File: src/rtl/inventory_arbiter.sv
// Three-port round-robin arbiter serialising dispense / restock / query
// operations onto a single-port inventory RAM with 1-cycle synchronous read.
module inventory_arbiter #(
  parameter int unsigned ADDR_W    = 8,
  parameter int unsigned DATA_W    = 16,
  parameter int unsigned NUM_ITEMS = 16,
  parameter int unsigned MAX_STOCK = 255
) (
  input  logic                  clk,
  input  logic                  rst_n,
  input  logic [2:0]            req_valid,
  input  logic [3*ADDR_W-1:0]   req_addr,
  input  logic [DATA_W-1:0]     req_amount,
  output logic [2:0]            req_grant,
  output logic [2:0]            rsp_valid,
  output logic [DATA_W-1:0]     rsp_data,
  output logic                  rsp_err,
  output logic [ADDR_W-1:0]     mem_addr,
  output logic [DATA_W-1:0]     mem_wdata,
  input  logic [DATA_W-1:0]     mem_rdata,
  output logic                  mem_we,
  output logic                  busy
);

  typedef enum logic [1:0] {
    IDLE = 2'd0,
    READ = 2'd1,
    EXEC = 2'd2,
    RESP = 2'd3
  } state_t;

  localparam logic [1:0]      PORT_DISP = 2'd0;
  localparam logic [1:0]      PORT_RSTK = 2'd1;
  localparam logic [DATA_W:0] MAX_SUM   = (DATA_W+1)'(MAX_STOCK);

  state_t              state, state_nxt;
  logic [1:0]          ptr;
  logic [1:0]          lat_port;
  logic [ADDR_W-1:0]   lat_addr;
  logic [DATA_W-1:0]   lat_amount;
  logic [DATA_W-1:0]   stock;

  logic                sel_found;
  logic [1:0]          sel_port;
  logic [2:0]          cand;
  logic [ADDR_W-1:0]   sel_addr;
  logic                sel_oor;
  logic                grant_c;
  logic [DATA_W:0]     sum_c;
  logic [DATA_W-1:0]   res_c;
  logic                err_c;
  logic [1:0]          rsp_port_c;

  // Round-robin pick: first requesting port starting at the priority pointer
  always_comb begin
    sel_found = 1'b0;
    sel_port  = ptr;
    cand      = '0;
    for (int i = 0; i < 3; i++) begin
      cand = 3'(ptr) + 3'(i);
      if (cand >= 3'd3) cand = cand - 3'd3;
      if (!sel_found && req_valid[cand[1:0]]) begin
        sel_found = 1'b1;
        sel_port  = cand[1:0];
      end
    end
  end

  always_comb begin
    case (sel_port)
      2'd1:    sel_addr = req_addr[ADDR_W +: ADDR_W];
      2'd2:    sel_addr = req_addr[2*ADDR_W +: ADDR_W];
      default: sel_addr = req_addr[0 +: ADDR_W];
    endcase
    sel_oor = (32'(sel_addr) >= NUM_ITEMS);
  end

  assign sum_c = {1'b0, stock} + {1'b0, lat_amount};

  always_ff @(posedge clk) begin
    if (!rst_n) state <= IDLE;
    else        state <= state_nxt;
  end

  // Next state plus the same-cycle grant and memory strobes
  always_comb begin
    state_nxt  = state;
    req_grant  = '0;
    grant_c    = 1'b0;
    mem_addr   = lat_addr;
    mem_we     = 1'b0;
    mem_wdata  = '0;
    res_c      = '0;
    err_c      = 1'b0;
    rsp_port_c = lat_port;
    case (state)
      IDLE: begin
        if (rst_n && sel_found) begin
          grant_c    = 1'b1;
          req_grant  = 3'b001 << sel_port;
          rsp_port_c = sel_port;
          if (sel_oor) begin
            err_c     = 1'b1;
            state_nxt = RESP;
          end else begin
            mem_addr  = sel_addr;
            state_nxt = READ;
          end
        end
      end
      READ: state_nxt = EXEC;
      EXEC: begin
        state_nxt = RESP;
        if (lat_port == PORT_DISP) begin
          if (stock == '0) begin
            err_c = 1'b1;
          end else begin
            mem_we    = rst_n;
            mem_wdata = stock - DATA_W'(1);
            res_c     = stock - DATA_W'(1);
          end
        end else if (lat_port == PORT_RSTK) begin
          if (sum_c > MAX_SUM) begin
            err_c = 1'b1;
            res_c = stock;
          end else begin
            mem_we    = rst_n;
            mem_wdata = sum_c[DATA_W-1:0];
            res_c     = sum_c[DATA_W-1:0];
          end
        end else begin
          res_c = stock;
        end
      end
      RESP: state_nxt = IDLE;
      default: state_nxt = IDLE;
    endcase
  end

  // Request latch, priority pointer, stock capture and registered response
  always_ff @(posedge clk) begin
    if (!rst_n) begin
      ptr        <= 2'd0;
      lat_port   <= 2'd0;
      lat_addr   <= '0;
      lat_amount <= '0;
      stock      <= '0;
      rsp_valid  <= '0;
      rsp_data   <= '0;
      rsp_err    <= 1'b0;
      busy       <= 1'b0;
    end else begin
      busy      <= (state_nxt != IDLE);
      rsp_valid <= '0;
      if (grant_c) begin
        lat_port   <= sel_port;
        lat_addr   <= sel_addr;
        lat_amount <= req_amount;
        ptr        <= (sel_port == 2'd2) ? 2'd0 : sel_port + 2'd1;
      end
      if (state == READ) stock <= mem_rdata;
      if (state_nxt == RESP) begin
        rsp_valid <= 3'b001 << rsp_port_c;
        rsp_data  <= res_c;
        rsp_err   <= err_c;
      end
    end
  end

endmodule

File: config.mk
export PLATFORM = sky130hd
export DESIGN_NAME = inventory_arbiter
export DESIGN_NICKNAME = d
export VERILOG_FILES = /design/src/rtl/inventory_arbiter.sv
export SDC_FILE = /design/constraint.sdc
export NUM_CORES = 1
export LEC_CHECK = 0
export CORE_AREA = 2 2 103 144
export CTS_BUF_LIST = sky130_fd_sc_hd__clkbuf_16
export DETAILED_ROUTE_END_ITERATION = 12
export DIE_AREA = 0 0 105 146
export PLACE_DENSITY_LB_ADDON = 0.08
export SLEW_MARGIN = 40
export SYNTH_ARGS = -nofsm -noshare
export SYNTH_HDL_FRONTEND = slang
export SYNTH_SLANG_ARGS = --single-unit
File: constraint.sdc
create_clock -name clk -period 7.25 [get_ports clk]
set_input_delay 1.45 -clock clk [delete_from_list [all_inputs] [get_ports clk]]
set_output_delay 1.45 -clock clk [all_outputs]
set_load 0.02 [all_outputs]
[Word-level counts from Yosys, hierarchy flattened]
Cells that the tools add are included.
Word-level totals
  register bits: 67
  output and inout port bits: 49
  logic and storage cells: 95
Cells by class
  add/sub/neg operators: 8
  order comparisons: 8
  equal/unequal tests: 7
  shift-type cells: 2
  muxes and demuxes: 50
  reductions and logical operators: 10
Operators with widths (number)
  two-way mux 16 bit: 9
  two-way mux 8 bit: 3
  two-way mux 2 bit: 11
  two-way mux 1 bit: 19
  adder 16 x 16 -> 17 bit: 1
  greater-than comparator 17 x 8 -> 1 bit (second input constant): 1
  zero test 16 bit: 1
  case mux 8 bit (2 select lines): 1
  subtractor 16 x 1 -> 16 bit (second input constant): 1
  < comparator 2 x 3 -> 1 bit (second input constant): 3
  equality test 2 bit (second input constant): 4
  >= comparator 8 x 5 -> 1 bit (second input constant): 1
  case mux 2 bit (4 select lines): 1
  binary-select mux 1 bit (select 2 bit): 3
  equality test 2 x 1 -> 1 bit (second input constant): 3
  >= comparator 3 x 2 -> 1 bit (second input constant): 2
  two-way mux 3 bit: 2
  left shift 1 x 2 -> 3 bit (first input constant): 2
  subtractor 2 bit (second input constant): 3
  zero test 2 bit: 2
  adder 2 x 1 -> 3 bit (second input constant): 1
  adder 2 x 2 -> 3 bit (second input constant): 1
  logical AND 1 bit: 3
  adder 2 x 1 -> 2 bit (second input constant): 1
  other kinds (5): 6

[Longest topological paths before layout]
  depth after elaboration: 19
  gate-level depth with buffers: 21

[Worst setup path after synthesis]
Ideal clock, no wire load.
  path type: input to output
  start: input port req_valid[1]
  end: output port mem_addr[0]
  arrival time: 4497 ps
  slack: 1303 ps
  stages on the path: 14
  cells stage by stage: clkbuf_1 -> a22o_1 -> a211o_1 -> nand2_1 -> a22oi_1 -> a22oi_1 -> inv_1 -> ha_1 -> clkbuf_1 -> mux2i_1 -> nand4_1 -> nor2_1 -> buf_1 -> mux2_2
On the way
  cells in the longest elaborated chain, start to end: 15
  elaborated cells between the ends (all ways): 24
  classes of those cells: order compare (1); eq/ne (2); mux (16); reduce/logical (5)
RTL lines
  start: declaration: RTL line 11  | input logic [2:0] req_valid,
  binary-select mux 1 bit (select 2 bit): RTL line 62  | if (!sel_found && req_valid[cand[1:0]]) begin
  two-way mux 1 bit (implied by the code): RTL line 62
  two-way mux 1 bit: RTL line 62
  zero test 1 bit: RTL line 62
  logical AND 1 bit: RTL line 62
  two-way mux 1 bit: RTL line 62
  zero test 1 bit: RTL line 62
  logical AND 1 bit: RTL line 62
  two-way mux 2 bit *: RTL line 62
  named net sel_port[1]: RTL line 44  | logic [1:0] sel_port;
  equality test 2 bit / equality test 2 x 1 -> 1 bit (equally long branches): RTL line 70  | case (sel_port)
  case mux 8 bit (2 select lines) *: RTL line 70
  >= comparator 8 x 5 -> 1 bit: RTL line 75  | sel_oor = (32'(sel_addr) >= NUM_ITEMS);
  two-way mux 8 bit *: RTL line 102  | if (sel_oor) begin
  two-way mux 8 bit *: RTL line 98  | if (rst_n && sel_found) begin
  two-way mux 8 bit *: RTL line 96  | case (state)
  end: declaration: RTL line 18  | output logic [ADDR_W-1:0] mem_addr,
Mark *: on every way through the listed nets, which the timed path passes. The rest lies on a longest branch. The select of a mux whose other input is x is not followed.

[Worst setup path in the final report]
  start: input port req_valid[1]
  end: output port mem_addr[3]
The elaborated chain is that of the path after synthesis.

==> impl_metrics.py <==
metrics = {
    "run_status": {
        "status": "finished clean",
    },
    "cts": {
        "cts_hold_buffers": 0,
        "htreeDepth": 3,
        "path_clk_slew_ps": 60,
        "root_buffer": "clkbuf_16",
        "clk_path_buf_depth": 2,
        "cts_buffers": 9,
        "cts.sinks": 67,
        "cts_setup_buffers": 0,
        "insertion_delay_ps": 330,
        "cts.repair.resized": 0,
        "cts_tree": "done",
    },
    "placement": {
        "dp_hpwl_mm": 12.51,
        "portBuffers": 109,
        "place.gp.congestion": 0.8702,
    },
    "worst_setup_path": {
        "cp_data_required_time_ps": 5800,
        "regToRegSetupSlack_ps": 2400,
        "cpMaxStageDelayCell": "ha_1",
        "crit_chain": "clkdlybuf4s50_1, a22o_1, a211o_1, nand2_1, a22oi_1, a22oi_1, inv_1, ha_1, mux2i_1, nand4_1, nor2_1, mux2_2, clkdlybuf4s50_1",
        "cp-end-kind": "output port",
        "cp_max_fo": 12,
        "arrival_ps": 5510,
        "path_class": "input pin to output port",
        "max_stage_delay_ps": 580,
        "startpoint_type": "input pin",
        "path_buf_inv": 3,
        "crit_family": "buffers and inverters",
    },
    "drt": {
        "drt_iter0_drc": 225,
        "routed_via_density": 5.469,
        "drc_errors": 0,
        "routed_wl_mm": 16.16,
        "wire_per_inst_um": 17.72,
        "ant_nets": 0,
        "first_pass_iters": 4,
        "vias": 4988,
    },
    "pwr": {
        "p_per_area_nw_per_um2": 436.5,
        "power_mw": 2.783,
        "peakVddDrop_v": 0.0001626,
        "leakage_nw": 2.552,
    },
    "synthesis": {
        "synth_top_family_by_area": "simple AND/OR/NAND/NOR gates",
        "synth-seq-cells": 67,
        "synth.avg_cell_area_um2": 7.616,
        "synthSimpleGateAreaFrac": 0.2812,
        "synthXorXnorAreaFrac": 0.03645,
        "synth_nets": 721,
        "ys_seq_area_frac": 0.2791,
        "syn-cell-area_um2": 4806,
        "synthMuxAreaShare": 0.07863,
        "async_flop_share": 0,
        "synth_flop_cell": "dfxtp_1",
        "synth-compound-area-share": 0.1992,
        "synth_enable_flop_cells": 0,
        "syn_inst": 631,
        "synthAdderAreaFrac": 0.07706,
        "yosysWarnings": 0,
        "ys_types": 64,
    },
    "floorplan": {
        "die_y_um": 146,
        "boundaryPins": 110,
        "start_util": 0.3455,
        "fp.dieArea_um2": 15330,
        "die_w_um": 105,
        "rows": 51,
        "coreArea_um2": 13910,
    },
    "grt": {
        "grt_overflow": 0,
        "grt_pass1_vias": 4744,
        "grt_use_total": 0.2077,
        "grt_max_degree": 42,
        "grt_pass1_wl_mm": 25.12,
        "antenna_found_initial": 0,
    },
    "final_layout": {
        "fin_nets": 812,
        "syn2layout_area_growth_pct": 32.65,
        "seq_area_um2": 1341,
        "multi_input_area_um2": 3252,
        "num_antenna_cells": 0,
        "fillers": 1455,
        "drive_above_1_share": 0.06052,
    },
    "timing": {
        "timing.final.crit_share": 0.9595,
        "finalSetupViolations": 0,
        "hold_ws_ps": 460.5,
        "hold_viol": 0,
        "min_period_ps": 6956,
        "tns_ps": 0,
        "slew_headroom": 0.5504,
        "max_freq_mhz": 143.8,
        "grt_setup_unrepaired": "false",
        "finalClockSkew_ps": 7.682,
        "slew_viol_final": 0,
        "tightest_slew_ps": 667.4,
    },
    "min_path": {
        "hp-class": "flip-flop to flip-flop",
    },
    "job": {
        "max_cap_viol_count": 0,
    },
}
-- synthesized netlist by cell type (3+ instances only) --
library cell  count  share of area
nand2_1          82          0.064
dfxtp_1          67           0.28
nor2_1           62          0.048
nand3_1          46          0.048
a21oi_1          34          0.035
mux2i_1          31          0.065
ha_1             28          0.073
clkbuf_1         26          0.020
o21ai_0          25          0.026
inv_1            21          0.016
nor3_1           13          0.014
nor2b_1          12          0.016
xnor2_1          12          0.022
a211oi_1         10          0.016
nand4_1           9          0.012
a21o_1            8          0.012
and2_1            8          0.010
nor4_1            8          0.010
xor2_1            8          0.015
a22oi_1           7          0.011
a31oi_1           7         0.0091
o31ai_1           7          0.011
or3_1             7         0.0091
a22o_1            6          0.011
and3_1            6         0.0078
buf_2             6         0.0062
mux2_2            6          0.014
or2_2             6         0.0078
nand2b_1          5         0.0065
buf_1             4         0.0031
o221ai_1          4         0.0073
o31a_1            4         0.0073
nand4b_1          3         0.0055
o21a_1            3         0.0047
or4_1             3         0.0047
-- tightest hold or removal path, cell delays in order (launching register included) --
cell and delay [ps]:
dfxtp_1 310, nand3_1 60, nand2_1 50
-- area by class of cell --
| cell class | instances | share of cell area |
|---|---|---|
| clock buffers | 9 | 0.03533 |
| clock inverters | 7 | 0.01433 |
| inverters | 22 | 0.01295 |
| multi-input cells | 505 | 0.5101 |
| flip-flops and latches | 67 | 0.2104 |
| well taps | 185 | 0.03631 |
| repair buffers | 117 | 0.1806 |
-- logic make-up after synthesis --
family                   Yosys count
AO/OA/AOI/OAI                    140
adder cells (fa/ha/maj)           29
flip-flops                        67
AND/OR/NAND/NOR                  279
XOR/XNOR                          20
buffers and inverters             59
multiplexers                      37
-- worst paths after layout --
check | startpoint | end | cells after the start
setup reg to reg | ptr[0] | rsp_data[2] | 17
hold reg to reg | lat_addr[1] | lat_addr[1] | 2
setup / recovery | req_valid[1] | mem_addr[3] | 13
hold / removal | lat_addr[1] | lat_addr[1] | 2
-- metrics by stage --
step	util	instances	setup slack (ps)	cell area, µm²
6_report	0.4583	912	293.9	6375
5_1_grt	0.4583	912	34.30	6375
4_1_cts	0.4583	912	293.5	6375
3_5_place_dp	0.4355	896	292.0	6058
3_3_place_gp	0.4343	896	403.3	6041
2_1_floorplan	-	631	1303	4806
-- sequential cells by signal (all words and copies together), names as in the netlist --
register and flops:
lat_addr 8, ptr 2, stock 16, lat_amount 16, rsp_valid 3, state 2, busy 1, rsp_err 1
lat_port 2, rsp_data 16
-- layer usage --
layer | up-vias | share of wire | GRT usage
met5 | - | 0 | 0
met4 | 0 | 0.038 | 0.09600
met3 | 31 | 0.034 | 0.03135
met2 | 135 | 0.54 | 0.3964
met1 | 2356 | 0.39 | 0.2198
li1 | 2466 | - | -
-- report_power, final --
group	total, mW	internal (mW)	switching [mW]
Sequential	0.590	0.480	0.110
Clock	0.469	0.300	0.169
Combinational	1.72	0.714	1.01
Total	2.78	1.49	1.29
-- placed cells by master, fill, tap and decap left out, types with 7 or more instances in the layout --
| master | count |
|---|---|
| nor2_1 | 61 |
| nand4_1 | 9 |
| nand3_1 | 46 |
| o21ai_0 | 25 |
| a21o_1 | 8 |
| o31ai_1 | 7 |
| xor2_1 | 8 |
| a21oi_1 | 34 |
| clkdlybuf4s50_1 | 109 |
| nor4_1 | 7 |
| and2_1 | 8 |
| nand2_1 | 82 |
| inv_1 | 21 |
| a31oi_1 | 7 |
| dfxtp_1 | 67 |
| a211oi_1 | 10 |
| nor2b_1 | 12 |
| a22oi_1 | 7 |
| nor3_1 | 13 |
| or3_1 | 7 |
| mux2i_1 | 31 |
| clkbuf_16 | 9 |
| buf_4 | 8 |
| xnor2_1 | 12 |
| ha_1 | 27 |
(Power assumes the default switching activity.)
